<file path="src/rtl/simple_axi_cmd_sequencer_pkg.sv">
// rtl/simple_axi_cmd_sequencer_pkg.sv - shared codes for the command sequencer
// Contents: master i_rw codes, transfer size codes, response status codes,
//           sequencer FSM state encodings, command legality helper.
package simple_axi_cmd_sequencer_pkg;

  // Master i_rw encoding
  localparam logic [1:0] RW_IDLE  = 2'b00;
  localparam logic [1:0] RW_WRITE = 2'b01;
  localparam logic [1:0] RW_READ  = 2'b10;

  // Transfer size: bytes = 1 << size
  localparam logic [2:0] SIZE_BYTE  = 3'd0;
  localparam logic [2:0] SIZE_HALF  = 3'd1;
  localparam logic [2:0] SIZE_WORD  = 3'd2;
  localparam logic [2:0] SIZE_DWORD = 3'd3;

  // Response status
  localparam logic [1:0] STAT_OK      = 2'b00;
  localparam logic [1:0] STAT_ERROR   = 2'b01;
  localparam logic [1:0] STAT_INVALID = 2'b10;
  localparam logic [1:0] STAT_TIMEOUT = 2'b11;

  // Sequencer FSM states
  localparam logic [2:0] ST_IDLE  = 3'd0;
  localparam logic [2:0] ST_ISSUE = 3'd1;
  localparam logic [2:0] ST_WAIT  = 3'd2;
  localparam logic [2:0] ST_CLEAR = 3'd3;
  localparam logic [2:0] ST_RESP  = 3'd4;

  // A command is illegal when its size code is unknown or its address is
  // not naturally aligned to the transfer size. Only the low three address
  // bits can matter, since the largest transfer is eight bytes.
  function automatic logic cmd_illegal(input logic [2:0] size, input logic [2:0] addr_lo);
    case (size)
      SIZE_BYTE:  return 1'b0;
      SIZE_HALF:  return addr_lo[0];
      SIZE_WORD:  return |addr_lo[1:0];
      SIZE_DWORD: return |addr_lo[2:0];
      default:    return 1'b1;
    endcase
  endfunction

endpackage

</file>
<file path="src/rtl/simple_axi_sync_fifo.sv">
// rtl/simple_axi_sync_fifo.sv - synchronous FIFO with flop storage and show-ahead head
// Ports: clk/rst (async, active-high); push/din write side; pop/dout read side,
//        dout always presents the oldest entry; full/empty/count status.
module simple_axi_sync_fifo #(
  parameter int WIDTH = 8,
  parameter int DEPTH = 4
) (
  input  logic                     clk,
  input  logic                     rst,
  input  logic                     push,
  input  logic [WIDTH-1:0]         din,
  input  logic                     pop,
  output logic [WIDTH-1:0]         dout,
  output logic                     full,
  output logic                     empty,
  output logic [$clog2(DEPTH):0]   count
);

  localparam int AW = $clog2(DEPTH);

  logic [WIDTH-1:0] mem [DEPTH];
  logic [AW-1:0]    wr_ptr;
  logic [AW-1:0]    rd_ptr;
  logic [AW:0]      cnt;
  logic             do_push;
  logic             do_pop;

  // Writes into a full FIFO and reads from an empty one are ignored.
  assign do_push = push & ~full;
  assign do_pop  = pop & ~empty;

  always_ff @(posedge clk) begin
    if (do_push) begin
      mem[wr_ptr] <= din;
    end
  end

  // DEPTH is a power of two, so the pointers wrap naturally.
  always_ff @(posedge clk or posedge rst) begin
    if (rst) begin
      wr_ptr <= '0;
      rd_ptr <= '0;
      cnt    <= '0;
    end else begin
      if (do_push) begin
        wr_ptr <= wr_ptr + AW'(1);
      end
      if (do_pop) begin
        rd_ptr <= rd_ptr + AW'(1);
      end
      case ({do_push, do_pop})
        2'b10:   cnt <= cnt + (AW+1)'(1);
        2'b01:   cnt <= cnt - (AW+1)'(1);
        default: cnt <= cnt;
      endcase
    end
  end

  assign full  = (cnt == (AW+1)'(DEPTH));
  assign empty = (cnt == '0);
  assign count = cnt;
  assign dout  = mem[rd_ptr];

endmodule

</file>
<file path="src/rtl/simple_axi_cmd_sequencer.sv">
// rtl/simple_axi_cmd_sequencer.sv - buffered command front-end for simple_axi_master
// Ports: i_clk/i_rst (async, active-high)
//        s_cmd_*  : command input (valid/ready), read/size/addr/wdata/tag
//        m_rsp_*  : response output (valid/ready), rdata/tag/status
//        o_rw/o_size/o_addr/o_wdata/o_clear : drive to the master
//        i_rdata/i_wait/i_done/i_error/i_invalid : status from the master
//        o_busy   : work pending or in progress
module simple_axi_cmd_sequencer
  import simple_axi_cmd_sequencer_pkg::*;
#(
  parameter int DEPTH   = 4,
  parameter int TAG_W   = 4,
  parameter int TIMEOUT = 1024
) (
  input  logic             i_clk,
  input  logic             i_rst,
  input  logic             s_cmd_valid,
  output logic             s_cmd_ready,
  input  logic             s_cmd_read,
  input  logic [2:0]       s_cmd_size,
  input  logic [31:0]      s_cmd_addr,
  input  logic [63:0]      s_cmd_wdata,
  input  logic [TAG_W-1:0] s_cmd_tag,
  output logic             m_rsp_valid,
  input  logic             m_rsp_ready,
  output logic [63:0]      m_rsp_rdata,
  output logic [TAG_W-1:0] m_rsp_tag,
  output logic [1:0]       m_rsp_status,
  output logic [2:0]       o_size,
  output logic [31:0]      o_addr,
  output logic [63:0]      o_wdata,
  output logic [1:0]       o_rw,
  output logic             o_clear,
  input  logic [63:0]      i_rdata,
  input  logic             i_wait,
  input  logic             i_done,
  input  logic             i_error,
  input  logic             i_invalid,
  output logic             o_busy
);

  localparam int ENTRY_W = 1 + 3 + 32 + 64 + TAG_W;
  localparam int CNT_W   = $clog2(TIMEOUT);
  localparam logic [CNT_W-1:0] TMO_LAST = CNT_W'(TIMEOUT - 1);

  logic [2:0]             state;
  logic [CNT_W-1:0]       tmo_cnt;

  logic                   fifo_push;
  logic                   fifo_pop;
  logic                   fifo_full;
  logic                   fifo_empty;
  logic [$clog2(DEPTH):0] fifo_count;
  logic [ENTRY_W-1:0]     head;

  logic                   head_read;
  logic [2:0]             head_size;
  logic [31:0]            head_addr;
  logic [63:0]            head_wdata;
  logic [TAG_W-1:0]       head_tag;
  logic                   head_bad;
  logic                   start;
  logic                   flag;

  assign s_cmd_ready = ~fifo_full;
  assign fifo_push   = s_cmd_valid & s_cmd_ready;

  simple_axi_sync_fifo #(
    .WIDTH (ENTRY_W),
    .DEPTH (DEPTH)
  ) u_cmd_fifo (
    .clk   (i_clk),
    .rst   (i_rst),
    .push  (fifo_push),
    .din   ({s_cmd_read, s_cmd_size, s_cmd_addr, s_cmd_wdata, s_cmd_tag}),
    .pop   (fifo_pop),
    .dout  (head),
    .full  (fifo_full),
    .empty (fifo_empty),
    .count (fifo_count)
  );

  assign head_read  = head[ENTRY_W-1];
  assign head_size  = head[ENTRY_W-2 -: 3];
  assign head_addr  = head[ENTRY_W-5 -: 32];
  assign head_wdata = head[TAG_W+63 -: 64];
  assign head_tag   = head[TAG_W-1:0];
  assign head_bad   = cmd_illegal(head_size, head_addr[2:0]);

  // A new command is only taken while the master is not still busy.
  assign start = (state == ST_IDLE) & ~fifo_empty & ~i_wait;
  assign flag  = i_done | i_error | i_invalid;

  // The head entry stays in the FIFO for the whole transfer so its tag and
  // direction are available at completion; it leaves on CLEAR, or right
  // away when rejected locally.
  assign fifo_pop = (start & head_bad) | (state == ST_CLEAR);

  assign o_busy = (state != ST_IDLE) | (fifo_count != '0);

  always_ff @(posedge i_clk or posedge i_rst) begin
    if (i_rst) begin
      state        <= ST_IDLE;
      tmo_cnt      <= '0;
      o_rw         <= RW_IDLE;
      o_size       <= '0;
      o_addr       <= '0;
      o_wdata      <= '0;
      o_clear      <= 1'b0;
      m_rsp_valid  <= 1'b0;
      m_rsp_rdata  <= '0;
      m_rsp_tag    <= '0;
      m_rsp_status <= STAT_OK;
    end else begin
      case (state)
        ST_IDLE: begin
          if (start) begin
            if (head_bad) begin
              // Rejected without ever touching the master.
              m_rsp_status <= STAT_INVALID;
              m_rsp_rdata  <= '0;
              m_rsp_tag    <= head_tag;
              m_rsp_valid  <= 1'b1;
              state        <= ST_RESP;
            end else begin
              o_rw    <= head_read ? RW_READ : RW_WRITE;
              o_size  <= head_size;
              o_addr  <= head_addr;
              o_wdata <= head_wdata;
              state   <= ST_ISSUE;
            end
          end
        end

        ST_ISSUE: begin
          // A master that completes without ever raising i_wait is also
          // treated as having accepted the request.
          if (i_wait | flag) begin
            o_rw    <= RW_IDLE;
            tmo_cnt <= '0;
            state   <= ST_WAIT;
          end
        end

        ST_WAIT: begin
          if (flag) begin
            if (i_invalid) begin
              m_rsp_status <= STAT_INVALID;
            end else if (i_error) begin
              m_rsp_status <= STAT_ERROR;
            end else begin
              m_rsp_status <= STAT_OK;
            end
            m_rsp_rdata <= (!i_invalid && !i_error && head_read) ? i_rdata : '0;
            o_clear     <= 1'b1;
            state       <= ST_CLEAR;
          end else if (tmo_cnt == TMO_LAST) begin
            m_rsp_status <= STAT_TIMEOUT;
            m_rsp_rdata  <= '0;
            o_clear      <= 1'b1;
            state        <= ST_CLEAR;
          end else begin
            tmo_cnt <= tmo_cnt + CNT_W'(1);
          end
        end

        ST_CLEAR: begin
          o_clear     <= 1'b0;
          m_rsp_tag   <= head_tag;
          m_rsp_valid <= 1'b1;
          state       <= ST_RESP;
        end

        ST_RESP: begin
          if (m_rsp_ready) begin
            m_rsp_valid <= 1'b0;
            state       <= ST_IDLE;
          end
        end

        default: begin
          state <= ST_IDLE;
        end
      endcase
    end
  end

endmodule

</file>
<file path="config.mk">
export PLATFORM = sky130hd
export DESIGN_NAME = simple_axi_cmd_sequencer
export DESIGN_NICKNAME = d
export VERILOG_FILES = /design/src/rtl/simple_axi_cmd_sequencer_pkg.sv /design/src/rtl/simple_axi_sync_fifo.sv /design/src/rtl/simple_axi_cmd_sequencer.sv
export SDC_FILE = /design/constraint.sdc
export NUM_CORES = 1
export LEC_CHECK = 0
export ABC_CLOCK_PERIOD_IN_PS = 7100
export CORE_AREA = 2 2 203 285
export CTS_BUF_LIST = sky130_fd_sc_hd__clkbuf_8
export DETAILED_ROUTE_END_ITERATION = 6
export DIE_AREA = 0 0 205 287
export GPL_ROUTABILITY_DRIVEN = 0
export PLACE_DENSITY_LB_ADDON = 0.25
export SLEW_MARGIN = 20
export SYNTH_ARGS = -nofsm -noshare
export SYNTH_HDL_FRONTEND = slang
export SYNTH_SLANG_ARGS = --single-unit
</file>
<file path="constraint.sdc">
create_clock -name i_clk -period 7.1 [get_ports i_clk]
set_input_delay 0.71 -clock i_clk [delete_from_list [all_inputs] [get_ports i_clk]]
set_output_delay 0.71 -clock i_clk [all_outputs]
set_load 0.03 [all_outputs]
</file>
# Word-level counts from Yosys, hierarchy flattened
# Memories as Yosys holds them, arrays and structs flattened.
# Index checks and enable logic that the tools add are counted.
op_classes:
  n_addsub: 5
  eq_ne: 19
  n_mux: 43
  bitwise_logic: 15
  n_reduce_logical: 26
ops:
  columns: ["operator", "count"]
  rows:
  - ["$mux 64", 5]
  - ["$pmux 64 s2", 1]
  - ["$mux 10", 3]
  - ["$pmux 10 s2", 1]
  - ["$reduce_and 4->1", 5]
  - ["$mux 2", 9]
  - ["$mux 3", 6]
  - ["$pmux 3 s5", 1]
  - ["$ne 2x2->1 const B", 7]
  - ["$eq 3x2->1 const B", 4]
  - ["$reduce_bool 2->1", 6]
  - ["$add 10x1->10 const B", 1]
  - ["$eq 10x10->1 const B", 1]
  - ["$logic_not 3->1", 3]
  - ["$reduce_bool 3->1", 3]
  - ["$mux 1", 8]
  - ["$mux 4", 2]
  - ["$pmux 2 s2", 2]
  - ["$pmux 4 s2", 1]
  - ["$and 1x1->1", 6]
  - ["$eq 3x1->1 const B", 2]
  - ["$eq 3x3->1 const B", 2]
  - ["$pmux 3 s2", 1]
  - ["$reduce_and 3->1", 2]
  - ["16 further kinds", 26]
word_totals:
  regBits: 193
  mem_bits_rw: 416
  n_memories: 1
memory_table:
  columns: ["name", "depth", "word_bits", "rd", "rd_ports_with_merged_regs", "wr", "line_no", "source"]
  rows:
  - ["u_cmd_fifo.mem", 4, 104, 1, 0, 1, "simple_axi_sync_fifo.sv:21", "logic [WIDTH-1:0] mem [DEPTH];"]

# Depth between registers and ports, before layout
logic_depth:
  word_depth: 9
  depth_mapped: 12
  mapped_depth_nobuf: 10

# Hierarchy
# Synthesis repeated with hierarchy kept, for this count alone.
hier_totals:
  cells_unflattened: 1081
  area_unflattened_um2: 22776.8
by_module_without_submodules:
  columns: ["mod", "instances", "cells_each", "area_each_um2", "seq_area_each_um2"]
  rows:
  - ["simple_axi_sync_fifo", 1, 582, 15422.3, 12667.1]
  - ["simple_axi_cmd_sequencer", 1, 499, 7354.6, 4654.5]

# Worst setup path before layout
# OpenSTA, ideal clock, no wires.
synth_path:
  kind: "register to register"
  startpoint: "reg u_cmd_fifo.cnt[0], in the netlist u_cmd_fifo.count[0]"
  endpoint: "mem u_cmd_fifo.mem[0][0] (netlist bit), enable pin"
  arrival_ns: 3.267
  t_required_ns: 6.624
  slack_ns: 3.357
  stages_incl_launch_ff: 4
  n_path_buf: 0
  period_less_slack_ns: 3.743
  path_cell_list: "dfrtp_1 inv_1 nand3_1 and3_1"
synth_via:
  elab_chain_len: 6
synth_rtl:
  columns: ["element", "line_no", "source"]
  rows:
  - ["start: declaration", "simple_axi_sync_fifo.sv:24", "logic [AW:0] cnt;"]
  - ["start signal: assignment", "simple_axi_sync_fifo.sv:52", "2'b10: cnt <= cnt + (AW+1)'(1);"]
  - ["start signal: assignment", "simple_axi_sync_fifo.sv:53", "2'b01: cnt <= cnt - (AW+1)'(1);"]
  - ["start signal: assignment", "simple_axi_sync_fifo.sv:54", "default: cnt <= cnt;"]
  - ["$eq 3x3->1 (*)", "simple_axi_sync_fifo.sv:59", "assign full = (cnt == (AW+1)'(DEPTH));"]
  - ["$not 1->1 (*)", "simple_axi_cmd_sequencer.sv:65", "assign s_cmd_ready = ~fifo_full;"]
  - ["net s_cmd_ready", "simple_axi_cmd_sequencer.sv:18", "output logic s_cmd_ready,"]
  - ["$and 1x1->1", "simple_axi_cmd_sequencer.sv:66", "assign fifo_push = s_cmd_valid & s_cmd_ready;"]
  - ["$and 1x1->1 (*)", "simple_axi_sync_fifo.sv:29", "assign do_push = push & ~full;"]
  - ["$mux 1 (*)", "simple_axi_sync_fifo.sv:33", "if (do_push) begin"]
  - ["$mux 1 (implied by the code) (*)", "simple_axi_sync_fifo.sv:34", "mem[wr_ptr] <= din;"]
  - ["end: declaration", "simple_axi_sync_fifo.sv:21", null]
# Mark *: on every way through the listed nets, which the timed path passes. The rest lies on a longest branch.

# Worst setup path after layout
layout_path:
  startpoint: "reg u_cmd_fifo.rd_ptr[0]"
  endpoint: "reg o_wdata[18]"
layout_via:
  elab_chain_len: 5
  elab_cells_between_ends: 10
  cone_classes: "eq/ne (3); mux (1); bitwise (1); reduce/logical (4); memory (1)"
layout_rtl:
  columns: ["element", "line_no", "source"]
  rows:
  - ["start: declaration", "simple_axi_sync_fifo.sv:23", "logic [AW-1:0] rd_ptr;"]
  - ["start signal: assignment", "simple_axi_sync_fifo.sv:49", "rd_ptr <= rd_ptr + AW'(1);"]
  - ["$mem_v2 4x104 (*)", null, null]
  - ["$eq 3x2->1 (tied with other cells)", "simple_axi_cmd_sequencer_pkg.sv:34", "case (size)"]
  - ["$pmux 1 s4", "simple_axi_cmd_sequencer_pkg.sv:34", null]
  - ["$not 1->1 (no line)", null, null]
  - ["$reduce_and 3->1 (no line)", null, null]
  - ["end signal: assignment", "simple_axi_cmd_sequencer.sv:129", "o_wdata <= head_wdata;"]
  - ["end: declaration", "simple_axi_cmd_sequencer.sv:31", "output logic [63:0] o_wdata,"]
# Every way passes the cells marked *; elsewhere a longest branch is shown, timed or not.
# A chain may end at the register's enable or synchronous reset.

==> results.sh <==
export IMPL_path_clk_slew_ns=0.06
export IMPL_yosysWarningCount=0
export IMPL_layout_cells_most_common_list="416 x sky130_fd_sc_hd__edfxtp_1, 350 x sky130_fd_sc_hd__clkdlybuf4s50_1, 191 x sky130_fd_sc_hd__dfrtp_1"
export IMPL_setup_violations_final=0
export IMPL_coreArea_um2=56200
export IMPL_area_growth_synth_to_final_pct=27.7
export IMPL_number_of_violations_of_the_max_capacitance_limit=0
export IMPL_grt_setup_unrepaired="no"
export IMPL_cell_area_after_synthesis_um2=22400
export IMPL_wl_cell_um=21.9
export IMPL_antenna_found_initial=3
export IMPL_totalWireLength_um=49700
export IMPL_cpPeakStageDelay_ns=0.93
export IMPL_fin_area_um2=28600
export IMPL_path_cells="mux4_2, a21o_1, a211o_1, nor2_4, buf_4, mux2_1"
export IMPL_track_usage=0.171
export IMPL_drtAntennaViolNets=0
export IMPL_post_route_cells_drive_above_1_share=0.172
export IMPL_worst_endpoint_arrival_ns=4.52
export IMPL_layout_worst_path_cycle_share=0.563
export IMPL_layout_min_cycle_time_ns=4.00
export IMPL_path_delay_family="multiplexers"
export IMPL_cts_tree="done"
export IMPL_cts_sink_count=609
export IMPL_vias=11400
export IMPL_hold_viol=0
export IMPL_total_leakage_power_nw=10.4
export IMPL_post_synth_cell_area_avg_um2=21.3
export IMPL_run_status="finished clean"
export IMPL_layout_commonest_cell="sky130_fd_sc_hd__edfxtp_1"
export IMPL_ys_types=47
export IMPL_clk_insertion_delay_late_ns=0.65
export IMPL_final_net_count=1638
export IMPL_vias_in_the_first_global_route=12600
export IMPL_dieWidth_um=205
export IMPL_congestion_overflow_gr=0
export IMPL_detailed_place_hpwl_um=29800
export IMPL_num_rows=103
export IMPL_synth_yosys_seq_area_share=0.773
export IMPL_cts_hold_fix_buffers=0
export IMPL_maxSlewHeadroom=0.303
export IMPL_first_pass_iters=5
export IMPL_hp_class="flip-flop to flip-flop"
export IMPL_crit_fanout=45
export IMPL_critical_path_slowest_cell="sky130_fd_sc_hd__dfrtp_4"
export IMPL_route_detailed_vias_per_inst=5.03
export IMPL_port_buffers=350
export IMPL_drcViolationCount=0
export IMPL_htree_levels=3
export IMPL_worst_ir_drop_on_vdd_mv=0.252
export IMPL_worst_endpoint_required_ns=7.62
export IMPL_die_height_um=287
export IMPL_clockBufferDepth=3
export IMPL_postSynthCellCount=1051
export IMPL_cts_inserted_buffers=91
export IMPL_global_route_wire_length_before_repair_um=75100
export IMPL_postCtsSetupRepairBufs=0
export IMPL_criticalPathCategory="flip-flop to flip-flop"
export IMPL_placedInstanceArea_um2=26700
export IMPL_power_density_nw_per_um2=411
export IMPL_post_cts_resized=0
export IMPL_finish_utilization=0.509
export IMPL_finalClockSkew_ns=0.0256
export IMPL_worstMarginPinSlew_ns=1.05
export IMPL_synth_enable_flop_cells=416
export IMPL_hold_ws_ns=0.483
export IMPL_grt_start_max_net_pins=83
export IMPL_endpoint_kind="flip-flop"
export IMPL_slew_violations=0
export IMPL_top_level_ports=351
export IMPL_postSynthRegisterBits=609
export IMPL_drt_iter0_drc=572
export IMPL_worstPathBufferInverterCount=1
export IMPL_ys_flop_type="sky130_fd_sc_hd__edfxtp_1"
export IMPL_setup_tns_ns=0
export IMPL_post_synthesis_async_set_or_reset_flop_share=0.317
export IMPL_achievable_freq_ghz=0.250
export IMPL_start_util=0.399
export IMPL_nature_of_the_critical_path_startpoint="flip-flop"
export IMPL_synth_net_count=1234
export IMPL_clock_root_buffer="sky130_fd_sc_hd__clkbuf_8"
export IMPL_floorplan_die_area_um2=58800
==> worst reg2reg max path: cells and delay by family, from the launching register on <==
family,cells,cell delay (ns)
flops,1,0.93
mux,2,1.08
buf+inv,1,0.75
compound gates,2,0.60
simple gates,1,0.52
==> power by group <==
part           leakage [nW]  internal (mW)  switching (mW)
Clock                  1.07           1.55            1.32
Sequential             6.28           4.73           0.464
Combinational          3.05           1.68            2.02
==> state kept, by name (all words and copies together), names as in the netlist <==
register,count
m_rsp_rdata,64
m_rsp_status,2
m_rsp_tag,4
m_rsp_valid,1
o_addr,32
o_clear,1
o_rw,2
o_size,3
o_wdata,64
state,3
tmo_cnt,10
u_cmd_fifo.count,3
u_cmd_fifo.mem,416
u_cmd_fifo.rd_ptr,2
u_cmd_fifo.wr_ptr,2
==> synth_stat cells, types with 2 or more instances <==
cell	instances	share of area
sky130_fd_sc_hd__xor2_1	4	0.0016
sky130_fd_sc_hd__a21oi_1	2	0.00045
sky130_fd_sc_hd__o21ai_0	3	0.00067
sky130_fd_sc_hd__a22o_1	65	0.025
sky130_fd_sc_hd__and3_1	4	0.0011
sky130_fd_sc_hd__nand3_1	6	0.0013
sky130_fd_sc_hd__edfxtp_1	416	0.56
sky130_fd_sc_hd__nor3b_1	2	0.00067
sky130_fd_sc_hd__mux4_2	104	0.10
sky130_fd_sc_hd__buf_2	15	0.0034
sky130_fd_sc_hd__ha_1	6	0.0034
sky130_fd_sc_hd__nor2_1	12	0.0020
sky130_fd_sc_hd__nand2b_1	3	0.00084
sky130_fd_sc_hd__o21a_1	3	0.0010
sky130_fd_sc_hd__buf_4	5	0.0017
sky130_fd_sc_hd__or3_1	2	0.00056
sky130_fd_sc_hd__inv_1	10	0.0017
sky130_fd_sc_hd__nand2_1	13	0.0022
sky130_fd_sc_hd__nor3_1	4	0.00089
sky130_fd_sc_hd__nand4_1	2	0.00056
sky130_fd_sc_hd__xnor2_1	10	0.0039
sky130_fd_sc_hd__a21o_1	3	0.0010
sky130_fd_sc_hd__mux2_2	7	0.0035
sky130_fd_sc_hd__nor2b_1	2	0.00056
sky130_fd_sc_hd__a211oi_1	6	0.0020
sky130_fd_sc_hd__dfrtp_1	193	0.22
sky130_fd_sc_hd__or3b_2	2	0.00078
sky130_fd_sc_hd__mux2_1	95	0.048
sky130_fd_sc_hd__clkbuf_1	32	0.0054
sky130_fd_sc_hd__a2111oi_0	3	0.0012
==> logic make-up after synthesis <==
group	synth area share
DFF	0.773
adders and majority gates	0.00425
muxes	0.156
AOI/OAI and AO/OA	0.0349
buffers and inverters	0.0121
and+or+nand+nor	0.0137
xor gates and xnor gates	0.00547
==> cell type report <==
type                       instances  area (µm²)
fill                            4650       27600
multi-input combinational        380        4840
sequential                       609       17300
clock inverter                    70         463
antenna                            3        7.51
timing repair buffer             363        3600
tap                              735         920
clock buffer                     102        1400
inverter                          10        45.0
==> final timing paths <==
check,startpoint,endpoint,slack [ns],cells after the start
min,o_rw[0],o_rw[0],0.48,1
min in group asynchronous,i_rst,m_rsp_rdata[34],0.49,2
min reg2reg,o_rw[0],o_rw[0],0.48,1
max reg2reg,u_cmd_fifo.rd_ptr[0],o_wdata[18],3.10,6
max in group asynchronous,i_rst,o_wdata[29],5.18,3
max,u_cmd_fifo.rd_ptr[0],o_wdata[18],3.10,6
==> per-stage QoR <==
stage                     power, mW  instances  setup WS [ns]
after detailed placement       9.07       2097           2.96
after floorplan                7.58       1051           1.13
after CTS                      12.0       2269           2.94
after global routing           12.4       2270           2.77
final                          11.8       2272           3.10
after global placement         9.00       2097           2.99
==> metal layers <==
metal,up-vias,track usage,share of wire
li1,5079,-,-
met5,-,0,0.00026
met4,2,0.0579,0.021
met1,5891,0.193,0.38
met2,391,0.308,0.52
met3,68,0.0509,0.078
No activity file was read; power rests on OpenSTA's default activity.
